--- src/rtl/slave_arbiter_2to1_pkg.sv ---
// Shared types for the 2-to-1 slave arbiter: section/grant enums and default constants.
// scam_model_types carries the generator-wide data width that the arbiter defaults follow.
package scam_model_types;
  localparam int unsigned SCAM_DATA_W = 32;
endpackage

package slave_arbiter_2to1_types;
  import scam_model_types::*;

  typedef enum logic {ARB_IDLE, ARB_SEND} Sections;
  typedef enum logic {GRANT_A, GRANT_B} Grant;

  localparam int unsigned DEFAULT_DATA_W    = SCAM_DATA_W;
  localparam int unsigned DEFAULT_CNT_W     = 16;
  localparam int unsigned DEFAULT_RESET_VAL = 1337;
endpackage

--- src/rtl/slave_arbiter_2to1_rr_pick2.sv ---
// Combinational two-way round-robin picker: on a tie the requester
// that did not win last time is chosen.
module rr_pick2
  import slave_arbiter_2to1_types::*;
(
  input  logic req_a,
  input  logic req_b,
  input  Grant last_grant,
  output logic grant_valid,
  output Grant grant
);

  always_comb begin
    grant_valid = req_a | req_b;
    grant       = GRANT_A;
    if (req_a && req_b) begin
      grant = (last_grant == GRANT_A) ? GRANT_B : GRANT_A;
    end else if (req_b) begin
      grant = GRANT_B;
    end
  end

endmodule

--- src/rtl/slave_arbiter_2to1.sv ---
// Round-robin arbiter sharing one registered blocking output between two requesters.
// Define ARB_STATS_EN to build saturating per-requester grant counters.
module slave_arbiter_2to1
  import slave_arbiter_2to1_types::*;
#(
  parameter int unsigned       DATA_W    = DEFAULT_DATA_W,
  parameter logic [DATA_W-1:0] RESET_VAL = DATA_W'(DEFAULT_RESET_VAL),
  parameter int unsigned       CNT_W     = DEFAULT_CNT_W
) (
  input  logic              clk,
  input  logic              rst,
  input  logic [DATA_W-1:0] s_in,
  input  logic              s_in_sync,
  output logic              s_in_notify,
  input  logic [DATA_W-1:0] s_in2,
  input  logic              s_in2_sync,
  output logic              s_in2_notify,
  output logic [DATA_W-1:0] s_out,
  output logic              s_out_notify,
  input  logic              s_out_sync,
  output logic [CNT_W-1:0]  grant_cnt_a,
  output logic [CNT_W-1:0]  grant_cnt_b
);

  Sections           section_q, section_d;
  Grant              last_grant_q, last_grant_d;
  logic [DATA_W-1:0] s_out_q, s_out_d;
  logic              s_out_notify_q, s_out_notify_d;
  logic              a_notify_q, a_notify_d;
  logic              b_notify_q, b_notify_d;
  logic              pick_valid;
  Grant              pick;

  rr_pick2 u_pick (
    .req_a       (s_in_sync),
    .req_b       (s_in2_sync),
    .last_grant  (last_grant_q),
    .grant_valid (pick_valid),
    .grant       (pick)
  );

  always_comb begin
    section_d      = section_q;
    last_grant_d   = last_grant_q;
    s_out_d        = s_out_q;
    s_out_notify_d = s_out_notify_q;
    a_notify_d     = 1'b0;
    b_notify_d     = 1'b0;
    case (section_q)
      ARB_IDLE: begin
        if (pick_valid) begin
          s_out_d        = (pick == GRANT_A) ? s_in : s_in2;
          s_out_notify_d = 1'b1;
          a_notify_d     = (pick == GRANT_A);
          b_notify_d     = (pick == GRANT_B);
          last_grant_d   = pick;
          section_d      = ARB_SEND;
        end
      end
      ARB_SEND: begin
        // Requester syncs are ignored here; they stay pending until back in idle.
        if (s_out_sync) begin
          s_out_notify_d = 1'b0;
          section_d      = ARB_IDLE;
        end
      end
      default: section_d = ARB_IDLE;
    endcase
  end

  always_ff @(posedge clk or negedge rst) begin
    if (!rst) begin
      section_q      <= ARB_IDLE;
      last_grant_q   <= GRANT_B;
      s_out_q        <= RESET_VAL;
      s_out_notify_q <= 1'b0;
      a_notify_q     <= 1'b0;
      b_notify_q     <= 1'b0;
    end else begin
      section_q      <= section_d;
      last_grant_q   <= last_grant_d;
      s_out_q        <= s_out_d;
      s_out_notify_q <= s_out_notify_d;
      a_notify_q     <= a_notify_d;
      b_notify_q     <= b_notify_d;
    end
  end

  assign s_out        = s_out_q;
  assign s_out_notify = s_out_notify_q;
  assign s_in_notify  = a_notify_q;
  assign s_in2_notify = b_notify_q;

`ifdef ARB_STATS_EN
  logic [CNT_W-1:0] cnt_a_q, cnt_a_d;
  logic [CNT_W-1:0] cnt_b_q, cnt_b_d;
  logic             grant_a_evt, grant_b_evt;

  assign grant_a_evt = (section_q == ARB_IDLE) && pick_valid && (pick == GRANT_A);
  assign grant_b_evt = (section_q == ARB_IDLE) && pick_valid && (pick == GRANT_B);

  // Counters stick at all-ones rather than wrapping.
  always_comb begin
    cnt_a_d = cnt_a_q;
    cnt_b_d = cnt_b_q;
    if (grant_a_evt && (cnt_a_q != '1)) cnt_a_d = cnt_a_q + CNT_W'(1);
    if (grant_b_evt && (cnt_b_q != '1)) cnt_b_d = cnt_b_q + CNT_W'(1);
  end

  always_ff @(posedge clk or negedge rst) begin
    if (!rst) begin
      cnt_a_q <= '0;
      cnt_b_q <= '0;
    end else begin
      cnt_a_q <= cnt_a_d;
      cnt_b_q <= cnt_b_d;
    end
  end

  assign grant_cnt_a = cnt_a_q;
  assign grant_cnt_b = cnt_b_q;
`else
  assign grant_cnt_a = '0;
  assign grant_cnt_b = '0;
`endif

endmodule

--- config.mk ---
export PLATFORM = sky130hd
export DESIGN_NAME = slave_arbiter_2to1
export DESIGN_NICKNAME = d
export VERILOG_FILES = /design/src/rtl/slave_arbiter_2to1_pkg.sv /design/src/rtl/slave_arbiter_2to1_rr_pick2.sv /design/src/rtl/slave_arbiter_2to1.sv
export SDC_FILE = /design/constraint.sdc
export NUM_CORES = 1
export LEC_CHECK = 0
export ABC_AREA = 1
export CORE_MARGIN = 2
export CORE_UTILIZATION = 34
export CTS_CLUSTER_SIZE = 14
export DETAILED_ROUTE_END_ITERATION = 10
export GPL_TIMING_DRIVEN = 0
export PLACE_DENSITY = 0.78
export SETUP_SLACK_MARGIN = 0.4
export SLEW_MARGIN = 20
export SYNTH_ARGS = -nofsm -noshare
export SYNTH_HDL_FRONTEND = slang
export SYNTH_SLANG_ARGS = --single-unit
--- constraint.sdc ---
create_clock -name clk -period 1.1 [get_ports clk]
set_input_delay 0.11 -clock clk [delete_from_list [all_inputs] [get_ports clk]]
set_output_delay 0.11 -clock clk [all_outputs]
set_load 0.05 [all_outputs]
==> summary.md <==
| Metric | Value |
|---|---|
| Power per Cell Area | `1630 nW/um2` |
| Worst setup margin | `-0.0708 ns` |
| WL/cell | `11.5 um` |
| Synth Cell Area | `2290 um2` |
| Nets@finish | `548` |
| Port bufs | `102` |
| Width of the die | `86.0 um` |
| Placer's final routability congestion estimate | `0.748` |
| Largest net degree at the start of global routing | `21` |
| Hold WC Path Type | `primary input to async pin` |
| Final setup fails | `31` |
| Die area | `7400 um2` |
| Final worst path period need | `1.17 ns` |
| CP dominant cell by count | `nand3_1` |
| Synth Warn # | `0` |
| Clk_lat worst skew | `0.28 ns` |
| Worst VDD drop | `0.000788 V` |
| Starting Density | `35.6%` |
| Rows | `29` |
| CTS root buf | `clkbuf_8` |
| Final TNS setup | `-1.62 ns` |
| First-pass GRT wire length | `10300 um` |
| Num CTS Buffers | `5` |
| Max Root-Sink Buffers | `2` |
| DRT antenna net count | `0` |
| Seq pwr share | `31.1%` |
| Critical path data required time | `1.32 ns` |
| Max-cap violations | `0` |
| DRC Markers | `0` |
| Drt total wl | `6380 um` |
| Failing checks | `hold timing, setup timing` |
| Crit path largest cell delay | `0.56 ns` |
| Storage cell area | `941 um2` |
| Leak pwr | `0.00221 uW` |
| Core box area | `6420 um2` |
| Global route overflow | `0` |
| Register area share after synthesis | `40.9%` |
| Cell chain of the critical path | `nand2_4 -> clkbuf_4 -> nand3_1 -> nand3_1 -> nand2_1` |
| Combinational fraction of design power | `54.0%` |
| Yosys reg bits | `37` |
| ANT cells | `0` |
| First-pass DRT Iterations | `5` |
| Mean Syn Cell Area | `7.03 um2` |
| Area grow syn2layout | `72.6%` |
| Hold WS | `-0.230 ns` |
| Max Fclk | `854 MHz` |
| Crit path kind | `flip-flop to flip-flop` |
| Vias in the first global route | `2278` |
| Crit path max fanout | `10` |
| Clock-pin slew on the worst setup and hold paths | `0.07 ns` |
| Multi-input combinational cell area | `961 um2` |
| CTS tree | `built` |
| Layout fillers | `573` |
| Share of cells above drive strength 1 | `28.1%` |
| Int Pwr | `3620 uW` |
| Status | `complete, but fails checks` |
| Crit. End Element | `flip-flop` |
| Psw | `2800 uW` |
| # H-tree levels | `2` |
| Gr usage total | `17.6%` |
| Setup crit start kind | `flip-flop` |
| Post-synth cell types | `16` |
| DRT iter0 DRCs | `56` |
| Clock share of power | `15.0%` |
| IO Pins | `136` |
| RSZ-0062 raised after global routing | `true` |
| Sw Share | `43.5%` |
| Vias/cell | `4.24` |
| Initial antenna violation count | `0` |
| Overall die height | `86.0 um` |
| DP HPWL | `4680 um` |
| R2r setup slk | `-0.07 ns` |
| Max Clock Skew | `0.00308 ns` |
| Pins over their slew limit | `0` |
| Clk sinks | `37` |
| Final Hold Viols | `11` |
| Fin crit share | `106%` |
| Post-Syn Instances | `325` |
| Worst EP arrival | `1.39 ns` |
| Slowest cell on crit path | `dfstp_2` |
| Vias | `2361` |
-- power by group through the flow --
| stage | Sequential [uW] | Clock [uW] | Combinational (uW) |
|---|---|---|---|
| finish | 1990 | 962 | 3460 |
| CTS | 1990 | 1010 | 3390 |
| global placement | 1920 | 0 | 3080 |
| global route | 2020 | 1040 | 3690 |
| detailed placement | 1930 | 0 | 3120 |
| floorplan | 3000 | 0 | 956 |
-- final timing paths --
check                                               from                       end  depth (start not counted)
worst max-delay path            last_grant_q$_DFFE_PN1P_      s_out[4]$_DFFE_PN1P_                          5
worst min register to register     s_out[10]$_DFFE_PN1P_     s_out[10]$_DFFE_PN1P_                          2
max in group asynchronous                            rst     s_out[10]$_DFFE_PN1P_                          2
worst max register to register  last_grant_q$_DFFE_PN1P_      s_out[4]$_DFFE_PN1P_                          5
min in group clk                              s_in2_sync     s_out[10]$_DFFE_PN1P_                          4
worst min-delay path                                 rst  s_out_notify$_DFFE_PN0P_                          1
-- logic make-up (layout without fill, tap and decap cells) --
group	count (synthesis)	in the layout	synth area share [%]
simple gates	169	169	31.8
buf+inv	114	238	25.8
flops	37	37	40.9
compound gates	4	4	1.37
other cells	1	32	0.164
-- flip-flops by register name (all words and copies together), names as in the netlist --
signal	flops
s_in_notify	1
s_in2_notify	1
s_out_notify	1
last_grant_q	1
section_q	1
s_out	32
-- placed cells by master, fill, tap and decap left out, types with 3 or more instances in the layout --
cell             synthesis  final
clkbuf_8                 0      6
clkbuf_1                 6      5
buf_8                    0     13
clkdlybuf4s50_1          0     65
inv_1                   66     64
nand2_2                  2      5
buf_6                    3     30
nand3_1                 64     57
dfstp_2                  7      7
buf_4                   36     46
nand2_1                 98     93
nand3_2                  0      7
dfrtp_1                 30     25
conb_1                   1     32
clkbuf_4                 0      3
dfrtp_2                  0      5
-- layout make-up --
cell class | count | share of cell area, %
flip-flops and latches | 37 | 23.9
repair buffers | 116 | 31.1
clock buffers | 8 | 2.28
well taps | 77 | 2.44
multi-input cells | 205 | 24.4
inverters | 66 | 6.28
plain buffers | 48 | 9.64
-- per-stage QoR --
stage / worst slack, ns / std cells / power [uW] / cell area, um2 / util, %
after floorplan: 0.0169 / 356 / 3960 / 2440 / -
after global placement: -1.07 / 535 / 5000 / 3560 / 55.4
after detailed placement: -0.562 / 536 / 5040 / 3580 / 55.8
after CTS: -0.0708 / 552 / 6380 / 3870 / 60.2
after global routing: -0.158 / 557 / 6750 / 3950 / 61.4
final: -0.0708 / 557 / 6420 / 3950 / 61.4
-- synth_stat cells, drive strengths merged --
library cell | n | area (um2)
a21oi | 2 | 10.0
buf | 42 | 319
clkbuf | 6 | 22.5
conb | 1 | 3.75
dfrtp | 30 | 751
dfstp | 7 | 184
inv | 66 | 248
nand2 | 100 | 380
nand3 | 64 | 320
nor2 | 5 | 26.3
o21ai | 2 | 21.3
-- layer usage --
layer / track usage (%) / part of all wire, %
met1: 20.5 / 41
met2: 31.4 / 50
met3: 5.49 / 7.3
met4: 3.90 / 0.96
met5: 0 / 0
-- what timing repair did --
| item | CTS | global route |
|---|---|---|
| setup endpoints to repair | 72 | 72 |
| setup buffers | 8 | 5 |
| hold endpoints to repair | 11 | 11 |
| resized for setup | 273 | 11 |
| pin swaps | 3 | 2 |
-- critical path, delay by kind of cell, from the launching register on --
family	cells	cell delay, ns
flops	1	0.56
simple gates	4	0.34
buf+inv	1	0.21
No activity file was read; power rests on OpenSTA's default activity.
